`config.mk`:
```
export PLATFORM = sky130hd
export DESIGN_NAME = hazard_ctrl
export DESIGN_NICKNAME = d
export VERILOG_FILES = /design/src/rtl/haz_pkg.sv /design/src/rtl/hazard_fwd_unit.sv /design/src/rtl/hazard_ctrl.sv
export SDC_FILE = /design/constraint.sdc
export NUM_CORES = 1
export LEC_CHECK = 0
export BUFFER_PORTS_ARGS = -buffer_cell sky130_fd_sc_hd__buf_2
export CAP_MARGIN = 20
export CORE_MARGIN = 2
export CORE_UTILIZATION = 37
export DETAILED_ROUTE_END_ITERATION = 7
export PLACE_DENSITY = 0.84
export RECOVER_POWER = 100
export SLEW_MARGIN = 20
export SYNTH_ARGS = -nofsm -noshare
export SYNTH_HDL_FRONTEND = slang
export SYNTH_SLANG_ARGS = --single-unit
```
`constraint.sdc`:
```
create_clock -name clk -period 1.55 [get_ports clk]
set_input_delay 0 -clock clk [delete_from_list [all_inputs] [get_ports clk]]
set_output_delay 0 -clock clk [all_outputs]
set_load 0.01 [all_outputs]
```
`src/rtl/haz_pkg.sv`:
```
// -----------------------------------------------------------------------------
// haz_pkg
// Shared definitions for the pipeline hazard/stall controller:
//   - haz_state_e : data-cache miss freeze FSM states (RUN, MISS, RESUME)
//   - FWD_*       : EX-stage operand forwarding select encodings
//   - sat_inc8    : saturating 8-bit increment used by the miss-wait counter
// -----------------------------------------------------------------------------
package haz_pkg;

  typedef enum logic [1:0] {
    ST_RUN    = 2'b00,
    ST_MISS   = 2'b01,
    ST_RESUME = 2'b10
  } haz_state_e;

  localparam logic [1:0] FWD_RF  = 2'b00;
  localparam logic [1:0] FWD_MEM = 2'b10;
  localparam logic [1:0] FWD_WB  = 2'b01;

  // Increment that sticks at 8'hFF instead of wrapping back to zero.
  function automatic logic [7:0] sat_inc8(input logic [7:0] i_val);
    logic [7:0] w_res;
    if (i_val == 8'hFF) begin
      w_res = i_val;
    end else begin
      w_res = i_val + 8'd1;
    end
    return w_res;
  endfunction

endpackage

```
`src/rtl/hazard_fwd_unit.sv`:
```
// -----------------------------------------------------------------------------
// hazard_fwd_unit
// Purely combinational forwarding compare for one EX-stage source operand.
// The MEM-stage producer wins over the WB-stage producer because it holds the
// younger value of the register.
// Ports:
//   i_rs          EX source register number
//   i_use         EX instruction actually reads this operand
//   i_rd_m        MEM destination register
//   i_regwrite_m  MEM write-enable group (nonzero = writes register file)
//   i_rd_w        WB destination register
//   i_regwrite_w  WB write-enable group (nonzero = writes register file)
//   o_sel         FWD_RF / FWD_MEM / FWD_WB
// -----------------------------------------------------------------------------
module hazard_fwd_unit
  import haz_pkg::*;
(
  input  logic [4:0] i_rs,
  input  logic       i_use,
  input  logic [4:0] i_rd_m,
  input  logic [2:0] i_regwrite_m,
  input  logic [4:0] i_rd_w,
  input  logic [2:0] i_regwrite_w,
  output logic [1:0] o_sel
);

  logic w_hit_m;
  logic w_hit_w;

  // x0 is hard-wired to zero, so a producer targeting it never forwards.
  assign w_hit_m = i_use && (i_regwrite_m != 3'b000) && (i_rd_m != 5'd0) && (i_rd_m == i_rs);
  assign w_hit_w = i_use && (i_regwrite_w != 3'b000) && (i_rd_w != 5'd0) && (i_rd_w == i_rs);

  // Select with MEM priority over WB.
  always_comb begin
    o_sel = FWD_RF;
    if (w_hit_m) begin
      o_sel = FWD_MEM;
    end else if (w_hit_w) begin
      o_sel = FWD_WB;
    end else begin
      o_sel = FWD_RF;
    end
  end

endmodule

```
`src/rtl/hazard_ctrl.sv`:
```
// -----------------------------------------------------------------------------
// hazard_ctrl
// Hazard and stall controller for the 5-stage RISC-V pipeline. Produces the
// segment-register stall (en = ~Stall*) and flush (clear = Flush*) controls,
// the EX operand forwarding selects, and runs the data-cache miss freeze FSM
// with a req/ack refill handshake.
//
// Optional feature macro: HAZ_PERF_CNT_EN adds PERF_W-bit wrap-around
// performance counters (perf_stall_cyc, perf_mispred, perf_miss).
//
// Ports:
//   clk, rst_n                  clock, asynchronous active-low reset
//   Rs1D, Rs2D, RegReadD        ID sources and read usage ([1]=rs1, [0]=rs2)
//   Rs1E, Rs2E, RdE, RegReadE   EX register fields and read usage
//   MemToRegE                   EX instruction is a load
//   RdM, RdW, RegWriteM/W       MEM/WB destinations and write enables
//   JalD, MispredE              control-flow redirects
//   DMissM, mem_ack             data-cache miss and refill completion
//   mem_req                     registered refill request
//   StallF..StallW, FlushD..W   segment-register controls
//   Forward1E, Forward2E        forwarding selects
//   miss_timeout                sticky refill-timeout flag
// -----------------------------------------------------------------------------
module hazard_ctrl
  import haz_pkg::*;
#(
  parameter logic [7:0] MISS_MAX = 8'd255
`ifdef HAZ_PERF_CNT_EN
  ,
  parameter int PERF_W = 32
`endif
) (
  input  logic        clk,
  input  logic        rst_n,
  input  logic [4:0]  Rs1D,
  input  logic [4:0]  Rs2D,
  input  logic [1:0]  RegReadD,
  input  logic [4:0]  Rs1E,
  input  logic [4:0]  Rs2E,
  input  logic [4:0]  RdE,
  input  logic [1:0]  RegReadE,
  input  logic        MemToRegE,
  input  logic [4:0]  RdM,
  input  logic [4:0]  RdW,
  input  logic [2:0]  RegWriteM,
  input  logic [2:0]  RegWriteW,
  input  logic        JalD,
  input  logic        MispredE,
  input  logic        DMissM,
  input  logic        mem_ack,
  output logic        mem_req,
  output logic        StallF,
  output logic        StallD,
  output logic        StallE,
  output logic        StallM,
  output logic        StallW,
  output logic        FlushD,
  output logic        FlushE,
  output logic        FlushM,
  output logic        FlushW,
  output logic [1:0]  Forward1E,
  output logic [1:0]  Forward2E,
`ifdef HAZ_PERF_CNT_EN
  output logic [PERF_W-1:0] perf_stall_cyc,
  output logic [PERF_W-1:0] perf_mispred,
  output logic [PERF_W-1:0] perf_miss,
`endif
  output logic        miss_timeout
);

  haz_state_e r_state;
  haz_state_e w_state_nxt;
  logic       r_mem_req;
  logic [7:0] r_miss_cnt;
  logic       r_timeout;

  logic       w_miss_enter;
  logic       w_in_miss;
  logic       w_miss_stall;
  logic       w_load_use;
  logic [7:0] w_cnt_inc;

  // DMissM only starts a miss from RUN; in RESUME it still shows the retiring
  // access and must not re-trigger the freeze.
  assign w_miss_enter = (r_state == ST_RUN) && DMissM;
  assign w_in_miss    = (r_state == ST_MISS);
  assign w_miss_stall = w_miss_enter || (w_in_miss && !mem_ack);
  assign w_cnt_inc    = sat_inc8(r_miss_cnt);

  // A load in EX whose destination is read by the instruction in ID.
  assign w_load_use = MemToRegE && (RdE != 5'd0) &&
                      (((RdE == Rs1D) && RegReadD[1]) || ((RdE == Rs2D) && RegReadD[0]));

  // Miss FSM next-state decode.
  always_comb begin
    w_state_nxt = r_state;
    case (r_state)
      ST_RUN: begin
        if (DMissM) begin
          w_state_nxt = ST_MISS;
        end else begin
          w_state_nxt = ST_RUN;
        end
      end
      ST_MISS: begin
        if (mem_ack) begin
          w_state_nxt = ST_RESUME;
        end else begin
          w_state_nxt = ST_MISS;
        end
      end
      ST_RESUME: w_state_nxt = ST_RUN;
      default:   w_state_nxt = ST_RUN;
    endcase
  end

  // Miss FSM state register; reset aborts any refill in progress.
  always_ff @(posedge clk or negedge rst_n) begin
    if (!rst_n) begin
      r_state <= ST_RUN;
    end else begin
      r_state <= w_state_nxt;
    end
  end

  // Refill request: raised on entry to MISS, dropped on the edge that sees ack.
  always_ff @(posedge clk or negedge rst_n) begin
    if (!rst_n) begin
      r_mem_req <= 1'b0;
    end else if (w_miss_enter) begin
      r_mem_req <= 1'b1;
    end else if (w_in_miss && mem_ack) begin
      r_mem_req <= 1'b0;
    end else begin
      r_mem_req <= r_mem_req;
    end
  end

  // Miss-wait counter: restarts at miss entry, counts every MISS cycle.
  always_ff @(posedge clk or negedge rst_n) begin
    if (!rst_n) begin
      r_miss_cnt <= 8'd0;
    end else if (w_miss_enter) begin
      r_miss_cnt <= 8'd0;
    end else if (w_in_miss) begin
      r_miss_cnt <= w_cnt_inc;
    end else begin
      r_miss_cnt <= r_miss_cnt;
    end
  end

  // Sticky timeout: set on the edge where the count goes past MISS_MAX.
  always_ff @(posedge clk or negedge rst_n) begin
    if (!rst_n) begin
      r_timeout <= 1'b0;
    end else if (w_in_miss && (w_cnt_inc > MISS_MAX)) begin
      r_timeout <= 1'b1;
    end else begin
      r_timeout <= r_timeout;
    end
  end

  assign mem_req      = r_mem_req;
  assign miss_timeout = r_timeout;

  // Stall/flush priority: reset, miss freeze, mispredict, jal, load-use.
  always_comb begin
    StallF = 1'b0;
    StallD = 1'b0;
    StallE = 1'b0;
    StallM = 1'b0;
    StallW = 1'b0;
    FlushD = 1'b0;
    FlushE = 1'b0;
    FlushM = 1'b0;
    FlushW = 1'b0;
    if (!rst_n) begin
      FlushD = 1'b1;
      FlushE = 1'b1;
      FlushM = 1'b1;
      FlushW = 1'b1;
    end else if (w_miss_stall) begin
      StallF = 1'b1;
      StallD = 1'b1;
      StallE = 1'b1;
      StallM = 1'b1;
      StallW = 1'b1;
    end else if (MispredE) begin
      // The ID instruction is squashed too, so any load-use on it is moot.
      FlushD = 1'b1;
      FlushE = 1'b1;
    end else if (JalD) begin
      FlushD = 1'b1;
    end else if (w_load_use) begin
      StallF = 1'b1;
      StallD = 1'b1;
      FlushE = 1'b1;
    end else begin
      StallF = 1'b0;
    end
  end

  hazard_fwd_unit u_fwd1 (
    .i_rs         (Rs1E),
    .i_use        (RegReadE[1]),
    .i_rd_m       (RdM),
    .i_regwrite_m (RegWriteM),
    .i_rd_w       (RdW),
    .i_regwrite_w (RegWriteW),
    .o_sel        (Forward1E)
  );

  hazard_fwd_unit u_fwd2 (
    .i_rs         (Rs2E),
    .i_use        (RegReadE[0]),
    .i_rd_m       (RdM),
    .i_regwrite_m (RegWriteM),
    .i_rd_w       (RdW),
    .i_regwrite_w (RegWriteW),
    .o_sel        (Forward2E)
  );

`ifdef HAZ_PERF_CNT_EN
  logic [PERF_W-1:0] r_perf_stall;
  logic [PERF_W-1:0] r_perf_mispred;
  logic [PERF_W-1:0] r_perf_miss;

  // Performance counters; each wraps naturally at 2**PERF_W.
  always_ff @(posedge clk or negedge rst_n) begin
    if (!rst_n) begin
      r_perf_stall   <= '0;
      r_perf_mispred <= '0;
      r_perf_miss    <= '0;
    end else begin
      if (StallF) begin
        r_perf_stall <= r_perf_stall + 1'b1;
      end else begin
        r_perf_stall <= r_perf_stall;
      end
      if (MispredE && !w_miss_stall) begin
        r_perf_mispred <= r_perf_mispred + 1'b1;
      end else begin
        r_perf_mispred <= r_perf_mispred;
      end
      if (w_miss_enter) begin
        r_perf_miss <= r_perf_miss + 1'b1;
      end else begin
        r_perf_miss <= r_perf_miss;
      end
    end
  end

  assign perf_stall_cyc = r_perf_stall;
  assign perf_mispred   = r_perf_mispred;
  assign perf_miss      = r_perf_miss;
`endif

endmodule
```
* After elaboration in Yosys (flattened, before gate mapping) *
Cells that the tools add are included.

word-level totals
  bits in registers = 12
  input port bits = 52
  output and inout bits = 15
  logic and storage cells = 72

cells by class
  add/subtract/negate cells = 1
  magnitude comparators = 1
  equal/unequal tests = 8
  multiplexer cells = 27
  reduce and logical (&&, ||, !) cells = 31

operator list
  kind                                           number
  == test 5 bit                                  6
  2-to-1 mux 8 bit                               3
  logical AND 1 bit                              20
  2-to-1 mux 1 bit                               20
  nonzero test 5 bit                             3
  adder 8 x 1 -> 8 bit, second input constant    1
  == test 8 bit, second input constant           1
  > comparator 8 bit, second input constant      1
  2-to-1 mux 2 bit                               3
  nonzero test 3 bit                             2
  one-hot mux 2 bit (2 select lines)             1
  nonzero test 2 bit                             2
  == test 2 x 1 -> 1 bit, second input constant  1
  zero test 2 bit                                1
  logical OR 1 bit                               2
  zero test 1 bit                                1

* Depth between registers and ports, before layout *
Gate-level depths: netlist (run 1).

  depth in word-level cells = 9
  depth in mapped cells = 5
  gate-level depth less buffers = 4

* By module *
A second synthesis (run 1) with hierarchy kept.

unflattened totals
  cell total of the unflattened synthesis = 89
  area total of the unflattened synthesis = 699.4 um^2

by module, submodules not included
  module           instances  cells each  area each (um^2)  seq. area each (um^2)
  hazard_ctrl      1          43          354.1             75.1
  hazard_fwd_unit  2          23          172.7             0.0

* Worst setup path before layout (run 1) *
OpenSTA, ideal clock, no wires.

  path type = input-to-output
  from = input RdE[3]
  to = output StallF
  arrival time = 1.349 ns
  required time = 1.550 ns
  setup slack = 0.201 ns
  stages = 5
  cells stage by stage = xor2_1 -> nor4_1 -> a32oi_1 -> o41ai_1 -> buf_4

on the way
  longest elaborated chain between the ends = 9
  elaborated cells on any way between the ends = 13
  classes of those cells = eq/ne: 2; mux: 5; reduce/logical: 6

RTL lines
  item                               line               source
  from (decl)                        hazard_ctrl.sv:40  input logic [4:0] RdE,
  == test 5 bit                      hazard_ctrl.sv:92  (((RdE == Rs1D) && RegReadD[1]) || ((RdE == Rs2D) && RegReadD[0]));
  logical AND 1 bit                  hazard_ctrl.sv:92
  logical OR 1 bit                   hazard_ctrl.sv:92
  logical AND 1 bit (*)              hazard_ctrl.sv:91  assign w_load_use = MemToRegE && (RdE != 5'd0) &&
  2-to-1 mux 1 bit (*) (5 in a row)  n/a
  to (decl)                          hazard_ctrl.sv:52  output logic StallF,

Mark *: on every way between the ends. The rest lies on a longest branch, timed or not.

* Final worst setup path (run 1) *
  from = register r_state[0]
  to = output FlushE

on the way
  longest elaborated chain between the ends = 5
  elaborated cells on any way between the ends = 7
  classes of those cells = eq/ne: 1; mux: 2; reduce/logical: 4

RTL lines
  item                                                              line                                  source
  from (decl)                                                       hazard_ctrl.sv:71                     haz_state_e r_state;
  from (signal assigned)                                            hazard_ctrl.sv:122                    r_state <= w_state_nxt;
  == test 2 x 1 -> 1 bit / zero test 2 bit (equally long branches)  hazard_ctrl.sv:86, hazard_ctrl.sv:85
  logical AND 1 bit (on tied branches)                              hazard_ctrl.sv:87, hazard_ctrl.sv:85
  logical OR 1 bit (*)                                              hazard_ctrl.sv:87                     assign w_miss_stall = w_miss_enter || (w_in_miss && !mem_ack);
  2-to-1 mux 1 bit (*)                                              hazard_ctrl.sv:182                    end else if (w_miss_stall) begin
  2-to-1 mux 1 bit (*)                                              hazard_ctrl.sv:177                    if (!rst_n) begin
  to (decl)                                                         hazard_ctrl.sv:58                     output logic FlushE,

Marked as above.

==> results of run 1 <==
## layout make-up
cell class	instances	area [um^2]
clock buffer	4	26.3
fill	164	606
inverter	4	15.0
multi-input combinational	66	487
sequential	3	75.1
tap	16	20.0
timing repair buffer	67	330
## sequential cells by signal, summed over array words and instances (netlist names)
name and cells:
mem_req 1, r_state 2
## layout by cell type, fill, tap and decap left out
master / count
nand4_1: 2
xor2_1: 16
conb_1: 1
xnor2_1: 14
nand2_1: 3
buf_2: 54
inv_1: 4
a21oi_1: 1
o311ai_0: 1
nand3_1: 2
buf_4: 1
and3_1: 1
nor3_2: 2
nand2b_1: 1
nor3_1: 2
nor4_1: 4
o32ai_1: 2
clkbuf_1: 11
a211oi_1: 1
and2_0: 1
dlygate4sd3_1: 1
clkbuf_2: 1
o21ai_0: 4
dfrtp_1: 3
o41ai_1: 1
nor2b_1: 1
or4_1: 3
nor2_1: 2
clkbuf_4: 3
a32oi_1: 1
## metrics by stage
step	std cells	hold slack [ps]	cell area, um^2	util, %
2_1_floorplan	80	-296	637	-
3_3_place_gp	155	-181	937	60.1
3_5_place_dp	155	-175	937	60.1
4_1_cts	160	51.7	973	62.4
5_1_grt	160	49.5	953	61.2
6_report	160	58.4	953	61.2
## where the power goes
group          switching, mW  internal, mW  leakage, nW
sequential            0.0207         0.109       0.0359
clock                 0.0454        0.0968       0.0150
combinational          0.174         0.166        0.417
## metal layers
metal  wire length [um]  track usage [%]  up-vias
li1                   -                -      404
met1                777             23.4      364
met2               1020             36.1       26
met3                 88             3.97        2
met4                 13             8.82        0
met5                  0                0        -
## worst min-delay path by stage
stage | end | from | slack [ps] | cells past startpoint
2_1_floorplan | mem_req$_DFFE_PN0P_ | rst_n | -300 | 0
6_report | r_state[1]$_DFF_PN0_ | mem_ack | 60 | 2
4_1_cts | r_state[1]$_DFF_PN0_ | mem_ack | 50 | 2
3_3_place_gp | r_state[1]$_DFF_PN0_ | rst_n | -180 | 1
5_1_grt | r_state[1]$_DFF_PN0_ | mem_ack | 50 | 2
3_5_place_dp | r_state[1]$_DFF_PN0_ | rst_n | -170 | 1
## cell usage after synthesis
cell type / number / area (um^2)
o32ai_2: 1 / 16.3
o41ai_1: 1 / 8.76
nor3_2: 2 / 20.0
dfrtp_1: 3 / 75.1
and3_1: 1 / 6.26
nand3_1: 2 / 10.0
a32oi_1: 1 / 8.76
o32ai_1: 1 / 8.76
nand4_1: 2 / 12.5
and2_0: 1 / 6.26
xor2_1: 16 / 140
nand2b_1: 1 / 6.26
nor3_1: 2 / 10.0
o21ai_0: 4 / 20.0
inv_1: 4 / 15.0
nor2_1: 2 / 7.51
nor2b_1: 1 / 6.26
or4_1: 3 / 22.5
nand2_1: 3 / 11.3
buf_4: 7 / 52.6
nor4_1: 4 / 25.0
xnor2_1: 14 / 123
o311ai_0: 1 / 8.76
conb_1: 1 / 3.75
a21oi_1: 1 / 5.00
a211oi_1: 1 / 7.51
## logic make-up after synthesis
family / after synthesis
compound gates: 11
simple gates: 24
other cells: 1
buf+inv: 11
xor+xnor: 30
flops: 3
==> reports/results.tsv, run 1 <==
metric	value	unit
clk_latency	230	ps
cp_slowest_cell	dfrtp_1	
crit_family	flip-flops	
finalHoldViolations	0	
crit_path_max_incr_delay	390	ps
crit_path_end	FlushE	
yosys.area_share.simple	22.6	%
rsz0062_at_grt	no	
layout.nets	197	
cts.sinks	3	
synth-compound-area-share	13.2	%
r2r-end	r_state[0]$_DFF_PN0_	
grt_pass1_vias	763	
grt_util_all_layers	20.4	%
worstSetupEndpointType	output port	
synth_top_family_by_area	XOR/XNOR gates	
dp_hpwl	1670	um
rr_startpoint	r_state[0]$_DFF_PN0_	
numCtsBuffers	3	
area_delta_synth_final	49.7	%
arrival	1440	ps
cts_tree	built	
ys_seq_elements	3	
tns	0	ps
avgSynthCellArea	7.96	um^2
synthAdderAreaFrac	0	%
dieWidth	45.5	um
postRouteAntennaNets	0	
cts_resized	0	
drc_errors	0	
cp.depth	5	
num_rows	14	
synthMuxAreaShare	0	%
io_buffers	65	
routed_wl	1900	um
fmax	696	MHz
post_cts_buffers	0	
grt_max_degree	8	
vias_per_cell	4.98	
crit_chain	nor2_1, a211oi_1, buf_4, o311ai_0, clkbuf_2	
crit_path_start_kind	register	
dr_total_vias	796	
synth_xor_area_share	41.3	%
ys_types	26	
finalCritPeriodShare	92.8	%
power_density	641	nW/um^2
critPathMaxFanout	5	
min_period	1440	ps
p_total	0.611	mW
timing.final.max_slew_violations	0	
outcome	complete, no violations	
path_class	reg -> out	
post-place-ws	176	ps
cts_max_level	1	
ios	67	
synth_cells	80	
initial_utilization	40.9	%
clockBufferDepth	2	
finClkSkew	0.254	ps
critPathBufInv	2	
setup_viol	0	
die_y	45.5	um
cap_violations	0	
path_clk_slew	40	ps
place_congestion	0.742	
diodes	0	
dieArea	2070	um^2
setup_ws	112	ps
antenna_found_initial	0	
syn-num-nets	132	
drive_above_1_share	42.4	%
reg2reg_depth	3	
ys_seq_area_share	11.8	%
wl_per_cell	11.9	um
crit_required	1550	ps
timing.reg2reg.setup_slack	700	ps
ys.warnings.count	0	
cts_hold_buf	1	
drtPass1Iterations	5	
grt_first_pass_wirelength	3080	um
cts-root-buf	clkbuf_4	
drt_iter0_drc	8	
grt_overflow	0	
p_leak	0.468	nW
crit_path_start	r_state[0]$_DFF_PN0_	
core-area	1560	um^2
max-vdd-ir-drop	0.000310	V
synth_area	637	um^2
hold_path.class	in -> reg	
No activity file was read; power rests on OpenSTA's default activity.
==> run 2: changes to the inputs <==
CORE_UTILIZATION = 39   (was 37)
PLACE_DENSITY = 0.85   (was 0.84)
SYNTH_HIERARCHICAL = 1   (was default)
==> run 2 against run 1 <==
  * Cell count rose by 11%
  * Sequential share of layout area fell by 0.56 points
  * Via count rose by 8.9%
  * Synthesized cell count rose by 11%
  * Worst hold slack got worse by 21 ps
  * Critical endpoint unchanged
  * Sequential power fell by 10%
  * First-iteration DRC count rose to 2.5 times the previous value
  * Power fell by 6.7%
  * Combinational power fell by 8.2%
  * Area after synthesis rose by 9.8%
  * Count of clock-buffer cells in the layout did not move
  * Routed wire length rose by 13%
==> reports/results.tsv, run 2 <==
metric	value	unit
path_class	reg -> out	
numCtsBuffers	3	
finalHoldViolations	0	
clk_latency	240	ps
clockBufferDepth	2	
cts_max_level	1	
ys_seq_elements	3	
dp.cells	172	
antenna_found_initial	0	
drt_iter0_drc	20	
dieWidth	46.4	um
grt_util_all_layers	20.9	%
critPathMaxFanout	5	
cpMostUsedCell	nand2b_1	
path_clk_slew	40	ps
ys_seq_area_share	10.7	%
fillCellCount	174	
hp-start	mem_ack	
ys_top_cells_by_count	xnor2_1, xor2_1, buf_4, nor2_1, inv_1	
grt_pass1_vias	790	
cp_slowest_cell	dfrtp_1	
synth_cells	89	
outcome	complete, no violations	
diodes	0	
ys.warnings.count	6	
dr_total_vias	867	
rsz0062_at_grt	no	
p_total	0.570	mW
crit_path_start	r_state[0]$_DFF_PN0_	
synth_area	699	um^2
place_congestion	0.923	
drtPass1Iterations	4	
layout.nets	205	
min_period	1410	ps
synth_top_area_share	20.0	%
ys_types	27	
tns	0	ps
vias_per_cell	4.90	
synth_edf_count	0	
final_common_cell	buf_2	
postRouteAntennaNets	0	
yosysTopAreaCell	xnor2_1	
grt_max_degree	8	
die_y	46.4	um
critPathBufInv	1	
timing.final.max_slew_violations	0	
crit_path_start_kind	register	
async_flop_share	100	%
synthTopCellsByArea	xnor2_1, xor2_1, dfrtp_1	
crit_chain	nand2b_1, a21oi_2, nand2b_1, o311ai_1, clkbuf_1	
cts-root-buf	clkbuf_4	
ios	67	
drc_errors	0	
ys.flop_type	dfrtp_1	
cap_violations	0	
avgSynthCellArea	7.86	um^2
worstSetupEndpointType	output port	
arrival	1410	ps
drive_above_1_share	41.4	%
crit_family	flip-flops	
worst_slew_pin_slew	609	ps
rr_startpoint	r_state[0]$_DFF_PN0_	
routed_wl	2150	um
syn-num-nets	141	
hold_path.class	in -> reg	
num_rows	15	
crit_required	1550	ps
grt_first_pass_wirelength	3220	um
initial_utilization	41.0	%
largest_reg_flops	2	
wl_per_cell	12.2	um
setup_viol	0	
synth.most_common_cell	xnor2_1	
area_delta_synth_final	46.7	%
final_cell_mix	buf_2, xnor2_1, clkbuf_1, xor2_1, nor2_1	
finClkSkew	0.208	ps
dieArea	2150	um^2
fmax	707	MHz
cts.sinks	3	
io_buffers	65	
top_register	r_state	
dp_hpwl	1890	um
max-vdd-ir-drop	0.000282	V
cts_tree	built	
p_leak	0.455	nW
finalCritPeriodShare	91.3	%
final_cells	177	
power_density	555	nW/um^2
core-area	1710	um^2
slew_headroom	58.9	%
crit_path_max_incr_delay	390	ps
grt_overflow	0	
## run 2: through the flow
stage          hold slack [ps]  instance area (um^2)  utilization [%]  setup WS [ps]
6_report                  37.8                  1030             60.1            135
5_1_grt                   60.2                  1030             60.1           73.9
4_1_cts                   33.1                  1040             60.9           61.9
3_5_place_dp              -180                  1000             58.8            237
3_3_place_gp              -179                  1000             58.8            249
2_1_floorplan             -296                   699                -            375
## run 2: cell families after synthesis
family / share of synthesized area, %
AO/OA/AOI/OAI: 16.6
AND/OR/NAND/NOR: 28.8
other: 0.536
buffers and inverters: 10.7
flip-flops: 10.7
XOR/XNOR: 32.6
## run 2: layout make-up
cell class                      instances  area (um^2)  area share [%]
Multi-Input combinational cell         73          553            53.9
Timing Repair Buffer                   66          318            31.0
Sequential cell                         3         75.1            7.32
Tap cell                               25         31.3            3.05
Clock buffer                            4         26.3            2.56
Inverter                                6         22.5            2.20
## run 2: power breakdown
part	leakage, nW	total (mW)	switching, mW	internal, mW
logic	0.404	0.312	0.166	0.146
registers	0.0360	0.116	0.0165	0.0996
clock network	0.0150	0.141	0.0445	0.0967
total	0.455	0.570	0.227	0.342
## run 2: path summary, 6_finish.rpt
path	endpoint	slack [ps]	cells after the start
min in group asynchronous	r_state[1]$_DFF_PN0_	150	2
worst max-delay path	FlushE	140	5
worst min-delay path	r_state[1]$_DFF_PN0_	40	2
worst min register to register	r_state[0]$_DFF_PN0_	490	1
max in group asynchronous	mem_req$_DFFE_PN0P_	1270	2
worst max register to register	r_state[0]$_DFF_PN0_	660	2
## run 2: routing by layer
metal	global-route usage, %	vias to the layer above	part of all wire [%]
li1	-	439	-
met2	36.1	37	53
met3	6.27	7	6.5
met1	23.4	384	38
met5	0	-	0
met4	9.14	0	1.8
## run 2: timing repair
action,in CTS,in global routing
hold buffers,1,0
endpoints found under the setup margin,0,6
buffers inserted,0,0
gates resized for setup,0,1
hold endpoints to repair,3,0
